`src/rtl/food_spawner.sv`:
```
// Food placement for the snake game: samples the random point stream on a
// spawn request, snaps it to the cell grid, rejects off-field cells, asks the
// body tracker whether the cell is occupied and commits the first free one.
module food_spawner #(
  parameter int CELL_SHIFT = 4,
  parameter int X_LIMIT    = 624,
  parameter int Y_LIMIT    = 464,
  parameter int MAX_TRIES  = 16
) (
  input  logic       VGA_clk,
  input  logic       rst,
  input  logic [9:0] randX,
  input  logic [8:0] randY,
  input  logic       spawn_req,
  output logic       occ_req,
  output logic [9:0] occ_x,
  output logic [8:0] occ_y,
  input  logic       occ_ack,
  input  logic       occ_hit,
  output logic [9:0] food_x,
  output logic [8:0] food_y,
  output logic       food_valid,
  output logic       busy,
  output logic       spawn_fail
);

  typedef enum logic [2:0] {
    S_IDLE,
    S_SAMPLE,
    S_CHECK,
    S_QUERY,
    S_COMMIT
  } state_t;

  // Grid snapping masks and limits sized to the coordinate widths
  localparam logic [9:0] X_MASK  = ~((10'd1 << CELL_SHIFT) - 10'd1);
  localparam logic [8:0] Y_MASK  = ~((9'd1 << CELL_SHIFT) - 9'd1);
  localparam logic [9:0] X_LIM   = 10'(X_LIMIT);
  localparam logic [8:0] Y_LIM   = 9'(Y_LIMIT);
  localparam logic [7:0] TRY_MAX = 8'(MAX_TRIES);

  state_t     state_q, state_d;
  logic [7:0] tries_q, tries_d;
  logic [9:0] cand_x_q, cand_x_d;
  logic [8:0] cand_y_q, cand_y_d;
  logic       occ_req_q, occ_req_d;
  logic [9:0] occ_x_q, occ_x_d;
  logic [8:0] occ_y_q, occ_y_d;
  logic [9:0] food_x_q, food_x_d;
  logic [8:0] food_y_q, food_y_d;
  logic       food_valid_q, food_valid_d;
  logic       spawn_fail_q, spawn_fail_d;
  logic       reject;

  // Next-state and output register computation; a reject from CHECK or QUERY
  // either retries with a fresh sample or gives up once the budget is spent
  always_comb begin
    state_d      = state_q;
    tries_d      = tries_q;
    cand_x_d     = cand_x_q;
    cand_y_d     = cand_y_q;
    occ_req_d    = occ_req_q;
    occ_x_d      = occ_x_q;
    occ_y_d      = occ_y_q;
    food_x_d     = food_x_q;
    food_y_d     = food_y_q;
    food_valid_d = food_valid_q;
    spawn_fail_d = 1'b0;
    reject       = 1'b0;

    case (state_q)
      S_IDLE: begin
        if (spawn_req) begin
          food_valid_d = 1'b0;
          tries_d      = 8'd0;
          state_d      = S_SAMPLE;
        end
      end
      S_SAMPLE: begin
        cand_x_d = randX & X_MASK;
        cand_y_d = randY & Y_MASK;
        tries_d  = tries_q + 8'd1;
        state_d  = S_CHECK;
      end
      S_CHECK: begin
        if ((cand_x_q <= X_LIM) && (cand_y_q <= Y_LIM)) begin
          occ_req_d = 1'b1;
          occ_x_d   = cand_x_q;
          occ_y_d   = cand_y_q;
          state_d   = S_QUERY;
        end else begin
          reject = 1'b1;
        end
      end
      S_QUERY: begin
        if (occ_ack) begin
          occ_req_d = 1'b0;
          if (occ_hit) begin
            reject = 1'b1;
          end else begin
            state_d = S_COMMIT;
          end
        end
      end
      S_COMMIT: begin
        food_x_d     = cand_x_q;
        food_y_d     = cand_y_q;
        food_valid_d = 1'b1;
        state_d      = S_IDLE;
      end
      default: begin
        state_d = S_IDLE;
      end
    endcase

    if (reject) begin
      occ_req_d = 1'b0;
      if (tries_q < TRY_MAX) begin
        state_d = S_SAMPLE;
      end else begin
        spawn_fail_d = 1'b1;
        food_valid_d = 1'b0;
        state_d      = S_IDLE;
      end
    end
  end

  // State and output registers; reset clears everything, including a live query
  always_ff @(posedge VGA_clk or posedge rst) begin
    if (rst) begin
      state_q      <= S_IDLE;
      tries_q      <= 8'd0;
      cand_x_q     <= 10'd0;
      cand_y_q     <= 9'd0;
      occ_req_q    <= 1'b0;
      occ_x_q      <= 10'd0;
      occ_y_q      <= 9'd0;
      food_x_q     <= 10'd0;
      food_y_q     <= 9'd0;
      food_valid_q <= 1'b0;
      spawn_fail_q <= 1'b0;
    end else begin
      state_q      <= state_d;
      tries_q      <= tries_d;
      cand_x_q     <= cand_x_d;
      cand_y_q     <= cand_y_d;
      occ_req_q    <= occ_req_d;
      occ_x_q      <= occ_x_d;
      occ_y_q      <= occ_y_d;
      food_x_q     <= food_x_d;
      food_y_q     <= food_y_d;
      food_valid_q <= food_valid_d;
      spawn_fail_q <= spawn_fail_d;
    end
  end

  assign occ_req    = occ_req_q;
  assign occ_x      = occ_x_q;
  assign occ_y      = occ_y_q;
  assign food_x     = food_x_q;
  assign food_y     = food_y_q;
  assign food_valid = food_valid_q;
  assign spawn_fail = spawn_fail_q;
  assign busy       = (state_q != S_IDLE);

endmodule

```
`config.mk`:
```
export PLATFORM = sky130hd
export DESIGN_NAME = food_spawner
export DESIGN_NICKNAME = d
export VERILOG_FILES = /design/src/rtl/food_spawner.sv
export SDC_FILE = /design/constraint.sdc
export NUM_CORES = 1
export LEC_CHECK = 0
export BUFFER_PORTS_ARGS = -buffer_cell sky130_fd_sc_hd__buf_2
export CAP_MARGIN = 30
export CORE_UTILIZATION = 54
export DETAILED_ROUTE_END_ITERATION = 6
export PLACE_DENSITY = 0.84
export SLEW_MARGIN = 20
export SYNTH_ARGS = -nofsm -noshare
export SYNTH_HDL_FRONTEND = slang
export SYNTH_SLANG_ARGS = --single-unit
```
`constraint.sdc`:
```
create_clock -name VGA_clk -period 4.75 [get_ports VGA_clk]
set_clock_uncertainty 0.2 [all_clocks]
set_input_delay 0.7125 -clock VGA_clk [delete_from_list [all_inputs] [get_ports VGA_clk]]
set_output_delay 0.7125 -clock VGA_clk [all_outputs]
set_load 0.02 [all_outputs]
```
==> run summary <==
===============================================================================
Crit path launch type                                                 flip-flop
Number of vias per cell                                                    5.25
Setup fix buffers added after clock tree synthesis                            0
1st-pass router iterations                                                    4
Number of instances in the synthesized netlist                              191
Worst path arrival time                                                 1370 ps
DRC violation count after routing                                             0
Clock tree from TritonCTS                                                 built
Timing-limited maximum frequency                                      0.438 GHz
Hold_buf cts                                                                  0
Netlist cell types                                                           37
Site Rows                                                                    22
Final HPWL DP                                                           2580 um
Die Height                                                              64.4 um
Crit Path Category                                                 flip-flop to primary output
Bufs on Longest Clock Path                                                    2
CP max-delay cell                                                       dfrtp_1
Number of inserted diodes                                                     0
Antenna viol nets, final                                                      0
Overall overflow remaining after global route                                 0
Hold Vio Cnt, Final                                                           0
Buffers plus inverters on the worst setup path                                1
Final nets                                                                  255
Buffer cell driving the clock tree root                                clkbuf_8
Synthesized area                                                       2100 um2
Pwr dens                                                             676 nW/um2
Iteration-0 DRC Markers                                                     124
Run status                                                         finished, final reports clean
WHS                                                                      133 ps
Total chip power                                                        1.62 mW
Critical path startpoint                                             state_q[1]
Cell depth of the worst setup path                                            2
Gates resized, CTS repair                                                     0
Aggregate negative setup slack                                             0 ps
Relative slew slack                                                       0.347
Maximum resistive drop on vdd                                          0.363 mV
Clock sinks                                                                  47
Final weighted congestion of routability-driven global placement          0.798
Setup repair after global routing missed its margin                       false
Total clock buffers created by CTS                                            5
Depth of the worst register-to-register path                                  3
Routed vias                                                                1466
Worst reg2reg path startpoint                                       cand_x_q[8]
End of the critical path                                                   busy
Count of pins over their slew limit                                           0
Number of standard cells in the layout, taps in and fillers out             279
Yosys warns                                                                   0
Number of max-cap violations                                                  0
Clock latency on the worst-skew pair                                     300 ps
Ordered list of cells on the worst path                            or3_1 -> buf_2
Capturing element type of the critical path                        primary output
Number of ports placed on the die boundary                                   66
Slew @ Worst Pin                                                         975 ps
Post-placement cell count                                                   269
Initial antenna violation count                                               0
Total leakage power                                                     1.23 nW
Largest net degree at the start of global routing                            48
Register bit count reported by yosys                                         47
Core area                                                              3690 um2
Die width                                                               64.4 um
FF-to-FF End                                                           occ_x[5]
Share of the yosys chip area belonging to registers                       0.560
Final setup vio count                                                         0
Starting Density                                                          0.570
H-Tree Level Count                                                            2
Mean Syn Cell Area                                                     11.0 um2
GRT Resource Usage Total                                                  0.200
Global-route wire length before repair                                  6150 um
Class of the worst hold path                                       primary input to asynchronous set/reset pin
Flop2flop setup slack                                                   2480 ps
Average detailed-routed wire length per instance                        14.1 um
Port Buffers                                                                 41
Final period utilization                                                  0.480
Largest delay share family, worst path                               flip-flops
Synth-to-Final Area Change                                                14.3%
Total wirelength of the detailed-routed design                          3930 um
Die outline area                                                       4150 um2
Worst Path Required                                                     3840 ps
Clock period minus worst slack                                          2280 ps
Clock slew at reported path FFs                                           90 ps
Delay of the slowest cell on the worst path                              520 ps
Fraction of layout cells with a size suffix above 1                       0.333
Vias in the first global route                                             1358
Worst-path maximum fanout                                                    13
===============================================================================
-- layer usage --
metal / share of wire / vias to the layer above / GRT usage / wire [um]
met2: 0.48 / 46 / 0.321 / 1890
met4: 0.015 / 0 / 0.0861 / 59
met3: 0.048 / 8 / 0.0429 / 190
met5: 0 / - / 0 / 0
met1: 0.46 / 702 / 0.261 / 1790
li1: - / 710 / - / -
-- stage by stage --
stage          cell area [um2]  setup WS, ps   util
2_1_floorplan             2160          2720      -
3_5_place_dp              2260          2480  0.613
3_3_place_gp              2260          2480  0.613
4_1_cts                   2370          2460  0.644
6_report                  2400          2470  0.651
5_1_grt                   2400          2360  0.651
-- how the worst min path moves through the flow --
stage                       to  depth (start not counted)  slack, ps  startpoint
global route          occ_x[4]                          2        150         rst
global placement    tries_q[7]                          1        270  tries_q[7]
floorplan           tries_q[7]                          1        250  tries_q[7]
detailed placement  tries_q[7]                          1        280  tries_q[7]
finish               food_x[5]                          2        130         rst
CTS                 tries_q[7]                          1        290  tries_q[7]
-- synthesized netlist by cell type --
| library cell | n | area, um2 |
|---|---|---|
| a211oi_1 | 1 | 7.51 |
| a21oi_1 | 3 | 15.0 |
| a222oi_1 | 1 | 10.0 |
| a22o_1 | 1 | 8.76 |
| a311oi_1 | 1 | 8.76 |
| a31oi_1 | 1 | 6.26 |
| buf_2 | 5 | 25.0 |
| buf_4 | 16 | 120 |
| buf_6 | 1 | 11.3 |
| clkbuf_1 | 4 | 15.0 |
| conb_1 | 1 | 3.75 |
| dfrtp_1 | 47 | 1180 |
| ha_1 | 1 | 12.5 |
| inv_1 | 4 | 15.0 |
| mux2_2 | 22 | 248 |
| nand2_1 | 40 | 150 |
| nand2b_1 | 1 | 6.26 |
| nand3_1 | 9 | 45.0 |
| nand4_1 | 2 | 12.5 |
| nand4b_1 | 1 | 8.76 |
| nor2_1 | 3 | 11.3 |
| nor2b_1 | 1 | 6.26 |
| nor3_1 | 1 | 5.00 |
| nor3b_1 | 3 | 22.5 |
| nor4_1 | 1 | 6.26 |
| o211ai_1 | 2 | 15.0 |
| o21a_1 | 1 | 7.51 |
| o21ai_0 | 5 | 25.0 |
| o22ai_1 | 1 | 6.26 |
| o311ai_0 | 2 | 17.5 |
| o31ai_1 | 2 | 15.0 |
| o41ai_1 | 2 | 17.5 |
| or3_1 | 1 | 6.26 |
| or3b_1 | 1 | 8.76 |
| or4_1 | 1 | 7.51 |
| or4b_2 | 1 | 10.0 |
| xor2_1 | 1 | 8.76 |
-- flip-flops by register name, indices dropped and copies added (netlist names), 3 cells and up --
name,count
cand_x_q,6
cand_y_q,5
food_x,6
food_y,5
occ_x,6
occ_y,5
state_q,3
tries_q,8
-- cells in the final DEF (no fill, tap or decap), types with 2 or more instances in the layout --
| cell type | n |
|---|---|
| conb_1 | 16 |
| inv_1 | 3 |
| dfrtp_1 | 47 |
| o41ai_1 | 2 |
| o311ai_0 | 2 |
| clkbuf_8 | 5 |
| o31ai_1 | 2 |
| nand4_1 | 2 |
| nand2_1 | 40 |
| mux2_2 | 22 |
| nor3b_2 | 2 |
| a21oi_1 | 3 |
| nand3_1 | 9 |
| buf_2 | 41 |
| o21ai_0 | 5 |
| o211ai_1 | 2 |
| nor2_1 | 3 |
-- where the power goes --
part,internal (mW),switching [mW],leakage (nW)
clock,0.157,0.134,0.0581
combinational,0.252,0.371,0.577
sequential,0.568,0.142,0.600
-- final cells by class --
| type | instances | area (um2) |
|---|---|---|
| Timing Repair Buffer | 43 | 233 |
| Sequential cell | 47 | 1180 |
| Inverter | 4 | 15.0 |
| Multi-Input combinational cell | 129 | 806 |
| Clock inverter | 3 | 43.8 |
| Tap cell | 48 | 60.1 |
| Clock buffer | 5 | 68.8 |
| Fill cell | 307 | 1290 |
-- logic make-up after synthesis --
family,after synthesis,share of synthesized area
AND/OR/NAND/NOR,66,0.146
flip-flops,47,0.560
buffers and inverters,30,0.0887
AO/OA/AOI/OAI,23,0.0762
multiplexers,22,0.118
adder cells (fa/ha/maj),1,0.00595
other,1,0.00178
XOR/XNOR,1,0.00417
No activity file was read; power rests on OpenSTA's default activity.
